===== config.mk =====
export PLATFORM = sky130hd
export DESIGN_NAME = alu_stage
export DESIGN_NICKNAME = d
export VERILOG_FILES = /design/src/rtl/alu_stage.sv
export SDC_FILE = /design/constraint.sdc
export NUM_CORES = 1
export LEC_CHECK = 0
export CORE_ASPECT_RATIO = 1.25
export CORE_UTILIZATION = 50
export CTS_CLUSTER_DIAMETER = 150
export DETAILED_ROUTE_END_ITERATION = 10
export PLACE_DENSITY = 0.72
export SYNTH_ARGS = -nofsm -noshare
export SYNTH_HDL_FRONTEND = slang
export SYNTH_SLANG_ARGS = --single-unit

===== constraint.sdc =====
create_clock -name clk -period 14.1 [get_ports clk]
set_input_delay 2.115 -clock clk [delete_from_list [all_inputs] [get_ports clk]]
set_output_delay 2.115 -clock clk [all_outputs]
set_load 0.02 [all_outputs]

===== src/rtl/alu_stage.sv =====
// alu_stage: execute stage. Single-cycle integer ops are registered on the
// next edge. mult/div use a 32-step iterative engine that stalls upstream.
module alu_stage (
  input  logic        clk,
  input  logic        reset,
  input  logic [31:0] instruction_in,
  input  logic [31:0] A,
  input  logic [31:0] B,
  input  logic [31:0] wdata_in,
  output logic [31:0] result,
  output logic [31:0] wdata_out,
  output logic [31:0] instruction_out,
  output logic        overflow,
  output logic        stall
);

  typedef enum logic [1:0] {IDLE, BUSY, DONE} state_t;

  state_t      state_q, state_d;
  logic [4:0]  cnt_q, cnt_d;
  logic [31:0] acc_q, acc_d;        // multiply: running high word; divide: remainder
  logic [31:0] work_q, work_d;      // multiply: multiplier/low word; divide: dividend/quotient
  logic [31:0] opnd_q, opnd_d;      // multiplicand or divisor magnitude
  logic        neg_q, neg_d;        // negate product/quotient at the end
  logic        neg_rem_q, neg_rem_d;
  logic        is_div_q, is_div_d;
  logic        div_zero_q, div_zero_d;
  logic [31:0] dvd_raw_q, dvd_raw_d;
  logic [31:0] held_q, held_d;
  logic [31:0] hi_q, hi_d, lo_q, lo_d;
  logic [31:0] result_q, result_d;
  logic [31:0] wdata_q, wdata_d;
  logic [31:0] instr_q, instr_d;
  logic        ovf_q, ovf_d;

  // Decode
  logic [5:0] op, func;
  logic       is_r, is_mult, is_multu, is_div, is_divu, is_md, md_signed;
  assign op        = instruction_in[31:26];
  assign func      = instruction_in[5:0];
  assign is_r      = (op == 6'b000000);
  assign is_mult   = is_r && (func == 6'b011000);
  assign is_multu  = is_r && (func == 6'b011001);
  assign is_div    = is_r && (func == 6'b011010);
  assign is_divu   = is_r && (func == 6'b011011);
  assign is_md     = is_mult || is_multu || is_div || is_divu;
  assign md_signed = is_mult || is_div;

  logic [31:0] alu_res, sum, diff;
  logic        alu_ovf;

  // Single-cycle ALU result and signed-overflow flag
  always_comb begin
    alu_res = 32'h0;
    alu_ovf = 1'b0;
    sum     = A + B;
    diff    = A - B;
    if (is_r) begin
      case (func)
        6'b100000: begin alu_res = sum;  alu_ovf = (A[31] == B[31]) && (sum[31] != A[31]); end
        6'b100001: alu_res = sum;
        6'b100010: begin alu_res = diff; alu_ovf = (A[31] != B[31]) && (diff[31] != A[31]); end
        6'b100011: alu_res = diff;
        6'b100110: alu_res = A ^ B;
        6'b000000: alu_res = B << instruction_in[10:6];
        6'b010000: alu_res = hi_q;
        6'b010010: alu_res = lo_q;
        default:   alu_res = 32'h0;
      endcase
    end else begin
      case (op)
        6'b001000: begin alu_res = sum; alu_ovf = (A[31] == B[31]) && (sum[31] != A[31]); end
        6'b001111: alu_res = {B[15:0], 16'h0000};
        6'b100011: alu_res = sum;
        6'b101011: alu_res = sum;
        default:   alu_res = 32'h0;
      endcase
    end
  end

  logic [32:0] mul_sum, div_shift, div_diff;
  logic [31:0] acc_step, work_step, hi_fin, lo_fin;
  logic [63:0] prod, prod_neg;

  // One shift-add / restoring-subtract step plus final sign correction
  always_comb begin
    mul_sum   = {1'b0, acc_q} + (work_q[0] ? {1'b0, opnd_q} : 33'd0);
    div_shift = {acc_q, work_q[31]};
    div_diff  = div_shift - {1'b0, opnd_q};
    if (is_div_q) begin
      // No borrow out of bit 32 means the shifted remainder covers the divisor
      if (!div_diff[32]) begin
        acc_step  = div_diff[31:0];
        work_step = {work_q[30:0], 1'b1};
      end else begin
        acc_step  = div_shift[31:0];
        work_step = {work_q[30:0], 1'b0};
      end
    end else begin
      acc_step  = mul_sum[32:1];
      work_step = {mul_sum[0], work_q[31:1]};
    end
    prod     = {acc_step, work_step};
    prod_neg = 64'd0 - prod;
    if (is_div_q) begin
      lo_fin = neg_q ? (32'd0 - work_step) : work_step;
      hi_fin = neg_rem_q ? (32'd0 - acc_step) : acc_step;
      if (div_zero_q) begin
        lo_fin = 32'hFFFFFFFF;
        hi_fin = dvd_raw_q;
      end
    end else begin
      {hi_fin, lo_fin} = neg_q ? prod_neg : prod;
    end
  end

  // Mult/div FSM next state, stall and output-register next values
  always_comb begin
    state_d    = state_q;
    cnt_d      = cnt_q;
    acc_d      = acc_q;
    work_d     = work_q;
    opnd_d     = opnd_q;
    neg_d      = neg_q;
    neg_rem_d  = neg_rem_q;
    is_div_d   = is_div_q;
    div_zero_d = div_zero_q;
    dvd_raw_d  = dvd_raw_q;
    held_d     = held_q;
    hi_d       = hi_q;
    lo_d       = lo_q;
    result_d   = alu_res;
    wdata_d    = wdata_in;
    instr_d    = instruction_in;
    ovf_d      = alu_ovf;
    stall      = 1'b0;
    case (state_q)
      IDLE: begin
        if (is_md) begin
          stall      = 1'b1;
          result_d   = 32'h0;
          wdata_d    = 32'h0;
          instr_d    = 32'h0;
          ovf_d      = 1'b0;
          cnt_d      = 5'd0;
          acc_d      = 32'h0;
          work_d     = (md_signed && A[31]) ? (32'd0 - A) : A;
          opnd_d     = (md_signed && B[31]) ? (32'd0 - B) : B;
          neg_d      = md_signed && (A[31] ^ B[31]);
          neg_rem_d  = md_signed && A[31];
          is_div_d   = is_div || is_divu;
          div_zero_d = (B == 32'h0);
          dvd_raw_d  = A;
          held_d     = instruction_in;
          state_d    = BUSY;
        end
      end
      BUSY: begin
        stall    = 1'b1;
        result_d = 32'h0;
        wdata_d  = 32'h0;
        instr_d  = 32'h0;
        ovf_d    = 1'b0;
        acc_d    = acc_step;
        work_d   = work_step;
        cnt_d    = cnt_q + 5'd1;
        if (cnt_q == 5'd31) begin
          hi_d    = hi_fin;
          lo_d    = lo_fin;
          state_d = DONE;
        end
      end
      DONE: begin
        instr_d  = held_q;
        result_d = 32'h0;
        ovf_d    = 1'b0;
        state_d  = IDLE;
      end
      default: state_d = IDLE;
    endcase
  end

  // State and pipeline registers, cleared asynchronously
  always_ff @(posedge clk or posedge reset) begin
    if (reset) begin
      state_q    <= IDLE;
      cnt_q      <= 5'd0;
      acc_q      <= 32'h0;
      work_q     <= 32'h0;
      opnd_q     <= 32'h0;
      neg_q      <= 1'b0;
      neg_rem_q  <= 1'b0;
      is_div_q   <= 1'b0;
      div_zero_q <= 1'b0;
      dvd_raw_q  <= 32'h0;
      held_q     <= 32'h0;
      hi_q       <= 32'h0;
      lo_q       <= 32'h0;
      result_q   <= 32'h0;
      wdata_q    <= 32'h0;
      instr_q    <= 32'h0;
      ovf_q      <= 1'b0;
    end else begin
      state_q    <= state_d;
      cnt_q      <= cnt_d;
      acc_q      <= acc_d;
      work_q     <= work_d;
      opnd_q     <= opnd_d;
      neg_q      <= neg_d;
      neg_rem_q  <= neg_rem_d;
      is_div_q   <= is_div_d;
      div_zero_q <= div_zero_d;
      dvd_raw_q  <= dvd_raw_d;
      held_q     <= held_d;
      hi_q       <= hi_d;
      lo_q       <= lo_d;
      result_q   <= result_d;
      wdata_q    <= wdata_d;
      instr_q    <= instr_d;
      ovf_q      <= ovf_d;
    end
  end

  assign result          = result_q;
  assign wdata_out       = wdata_q;
  assign instruction_out = instr_q;
  assign overflow        = ovf_q;

endmodule

; Yosys cells after proc, flatten, opt, wreduce, memory -nomap -nowiden
; Index checks and enable logic that the tools add are counted.
[word_totals]
reg_bits = 332
input_bits = 130
out_inout_bits = 98
[op_classes]
n_addsub = 10
eq_ne = 24
shifts = 1
n_mux = 39
n_bitwise = 2
n_reduce_logical = 27
[ops]
columns = op, n
row1 = $mux 32, 18
row2 = $pmux 32 s2, 5
row3 = $pmux 32 s6, 1
row4 = $sub 1x32->32 const A, 4
row5 = $pmux 32 s3, 1
row6 = $mux 64, 1
row7 = $sub 1x64->64 const A, 1
row8 = $eq 6x6->1 const B, 7
row9 = $eq 6x5->1 const B, 6
row10 = $add 32x32->33, 1
row11 = $sub 33x32->33, 1
row12 = $add 32x32->32, 1
row13 = $logic_not 32->1, 1
row14 = $shl 32x5->32, 1
row15 = $sub 32x32->32, 1
row16 = $xor 32x32->32, 1
row17 = $eq 6x4->1 const B, 2
row18 = $logic_not 6->1, 2
row19 = $pmux 5 s2, 1
row20 = $logic_and 1x1->1, 9
row21 = $reduce_and 2->1, 4
row22 = $pmux 1 s2, 3
row23 = $reduce_or 2->1, 3
row24 = $add 5x1->5 const B, 1
row25 = 15 further kinds, 27

; Depth between registers and ports, before layout
[logic_depth]
word_depth = 7
ltp_mapped = 24
depth_no_buf = 23

; Worst setup path after synthesis
; OpenSTA, ideal clock, no wires.
[synth_timing]
path_kind = in2out
startpoint = input instruction_in[28]
endpoint = output stall
t_arrival_ns = 4.187
slack_ns = 7.798
path_stages = 8
path_buffers = 1
path_cell_list = or2_2 -> or4_1 -> nor2_1 -> nand3_1 -> nor3_1 -> nor2_1 -> clkbuf_1 -> inv_1
[synth_between]
elab_chain_len = 7
word_cells_on_any_way = 10
classes_between = mux: 2 / reduce/logical: 8
[synth_rtl]
columns = item, line
row1 = start: declaration, 6  ; input logic [31:0] instruction_in,
row2 = $logic_not 6->1 *, 41  ; assign is_r = (op == 6'b000000);
row3 = $logic_and 1x1->1 (on tied branches), "42, 43"
row4 = $logic_or 1x1->1 (2 in series), 46  ; assign is_md = is_mult || is_multu || is_div || is_divu;
row5 = $logic_or 1x1->1 *, 46
row6 = $mux 1 *, 139  ; if (is_md) begin
row7 = $pmux 1 s2 *, 137  ; case (state_q)
row8 = end: declaration, 14  ; output logic stall
; Mark *: on every way between the ends. The rest lies on a longest branch, timed or not.

; Final worst setup path
; Ends and elaborated chain as after synthesis.

==> results.md <==
* Status: finished clean
* Tightest Hold Check Type: reg -> reg
* Yosys reg bits at 332
* RSZ-0062 raised after global routing: no
* Crit path buf inv count at 5
* Achievable frequency at 0.133 GHz
* Worst-Skew Late Latency at 0.57 ns
* Ys async rst share at 100%
* Setup-failing EPs final at 0
* Top FF cell, synth: dfrtp_1
* Design area at 31100 sq um
* Slowest CP cell: clkdlybuf4s50_1
* Mean routed wirelength per cell at 25.3 microns
* First-pass DRT Iterations at 8
* Worst Clk Skew at 0.0262 ns
* Routed Antenna Nets at 0
* Vias in the first global route at 27.2k
* DRT iter0 DRCs at 3155
* Power consumption at 5090 uW
* Gpl congestion at 1.00
* First-pass GRT wire length at 163000 microns
* Met3 WL at 8360 microns
* NumNets Final at 3717
* Setup slack, reg-to-reg at 7.04 ns
* Sequential fraction of the synthesis area at 30.5%
* Clk pwr share at 18.8%
* Die width at 211 microns
* Proportion of layout cells with a drive suffix above 1 at 5.78%
* Clk slew on worst S/H paths at 0.06 ns
* Clock root cell: clkbuf_16
* Placed instance area at 29900 sq um
* Post CTS Setup Buffer Count at 0
* Fin crit share at 53.4%
* Crit-path leading delay family: buffers and inverters
* DR vias at 27.9k
* Largest net degree at the start of global routing at 113
* CTS Buffer Depth at 3
* Share of the synthesized area in the top cell type at 30.5%
* CTS H-Tree Depth at 2
* Internal Dissipation at 2670 uW
* Gate power share at 57.2%
* Final hold vios at 0
* Synth Instances at 3366
* Startpoint Class: input pin
* Die Height at 263 microns
* Most common cell after layout, fill and taps aside: nand2_1
* # IOs at 228
* Leakage at 0.0134 uW
* Worst path cell trace: clkdlybuf4s50_1 -> or2_2 -> or4_1 -> nor2_2 -> buf_4 -> nand3_1 -> nor3_2 -> nor2_2 -> buf_4 -> inv_1 -> clkdlybuf4s50_1
* Leading area contributor after synthesis: dfrtp_1
* Row count at 95
* Synth warnings at 0
* Post-DR vias/cell at 6.62
* Layout area overhead at 14.2%
* Max-slew violations at 0
* Post-synthesis cell type count at 104
* WL met1 at 42000 microns
* Buffers on Ports at 227
* Syn Area/Cell at 8.09 sq um
* Worst hold slack at 0.470 ns
* Final min period at 7.52 ns
* WL final at 107000 microns
* Post-Syn Nets at 3632
* Most frequent cells in the layout: nand2_1, dfrtp_1, o21ai_0
* CP endpoint kind: output pin
* Critical path's largest stage delay at 0.62 ns
* Cts repair resizes at 0
* Post-Synthesis Cell Area at 27200 sq um
* Met2 WL post-DR at 49600 microns
* Die area at 55400 sq um
* Sw power at 2420 uW
* Top cells by area, synth: dfrtp_1, ha_1, nand2_1
* Top routing layer used: met4
* HPWL after DPL at 79000 microns
* Clock sinks at 332
* Post-synth EDFFs at 0
* Required @ worst endpoint at 11.98 ns
* Worst vdd ir at 0.0907 mV
* Switching Fraction at 47.5%
* Worst slew margin at 13.9%
* Data arrival time of the critical path at 5.41 ns
* Hold-fix buffers at CTS at 0
* Max FO, Critical Path at 40
* # Max-Cap Violations at 0
* Crit path kind: in -> out
* Cell Pwr Density at 164 nW/um^2
* CTS tree: done
* TritonCTS Buffers at 36
* Initial antenna violation count at 3
* GR Overflow Total at 0
* Reg power frac at 23.9%
* CORE AREA at 53700 sq um
* DRC at 0
* Starting Density at 50.7%
* Tightest Pin Transition at 1.29 ns
* Gr usage total at 38.0%
* Setup TNS at 0 ns
[cell usage after synthesis (12+ instances only)]
master,instances
a211oi_1,36
a21o_1,38
a21oi_1,228
a221o_1,12
a221oi_1,31
a22o_1,38
a22oi_1,35
a31oi_1,44
and2_1,59
and3_1,57
buf_1,20
clkbuf_1,192
dfrtp_1,332
ha_1,132
inv_1,126
mux2_2,12
mux2i_1,68
mux4_2,21
nand2_1,434
nand2b_1,45
nand3_1,88
nand4_1,31
nor2_1,248
nor2b_1,30
nor3_1,75
nor4_1,19
o211ai_1,29
o21a_1,21
o21ai_0,249
o21bai_1,33
o221ai_1,41
o31ai_1,31
o41ai_1,15
or2_2,15
or3_1,37
xnor2_1,148
xor2_1,75
[metal layers]
metal / up-vias / track usage (%)
met5: - / 0
met4: 0 / 20.8
met3: 366 / 4.74
met2: 1545 / 61.8
met1: 13500 / 49.0
li1: 12400 / -
[power by group through the flow]
stage | clock network (uW) | logic (uW) | registers [uW]
floorplan | 0 | 2030 | 1190
global placement | 0 | 2770 | 1220
detailed placement | 0 | 2810 | 1230
CTS | 970 | 2840 | 1210
global route | 1010 | 3140 | 1230
finish | 959 | 2920 | 1220
[final timing paths]
path,cells after the start,startpoint,end
setup / recovery,11,instruction_in[28],stall
hold / removal,2,dvd_raw_q[10],dvd_raw_q[10]
setup reg to reg,24,work_q[31],hi_q[24]
hold reg to reg,2,dvd_raw_q[10],dvd_raw_q[10]
max in group asynchronous,4,reset,lo_q[20]
min in group asynchronous,2,reset,instruction_out[14]
[tightest hold or removal path, cell delays in order, from the launching register on]
cell and delay, ns:
dfrtp_1 0.34, nand2_1 0.05, nand2_1 0.05
[cells by family after synthesis]
kind of cell / after synthesis / share of synthesized area, %
AO/OA/AOI/OAI: 1033 / 25.5
XOR/XNOR: 223 / 7.17
adder cells (fa/ha/maj): 136 / 6.36
buffers and inverters: 351 / 4.93
flip-flops: 332 / 30.5
multiplexers: 101 / 4.73
AND/OR/NAND/NOR: 1190 / 20.8
[per-stage QoR]
| stage | cells | worst slack (ns) | util, % |
|---|---|---|---|
| finish | 4205 | 6.58 | 57.9 |
| floorplan | 3366 | 2.79 | - |
| detailed placement | 4140 | 6.59 | 55.7 |
| CTS | 4203 | 6.58 | 57.8 |
| global route | 4204 | 6.44 | 57.9 |
| global placement | 4140 | 6.59 | 55.7 |
[final cells by class]
type / count / area (sq um)
timing repair buffer: 269 / 2570
clock buffer: 53 / 1030
fill: 4935 / 22600
multi-input combinational: 2683 / 17600
antenna: 2 / 5.00
clock inverter: 10 / 118
tap: 727 / 910
sequential: 332 / 8310
inverter: 129 / 492
(Power assumes the default switching activity.)
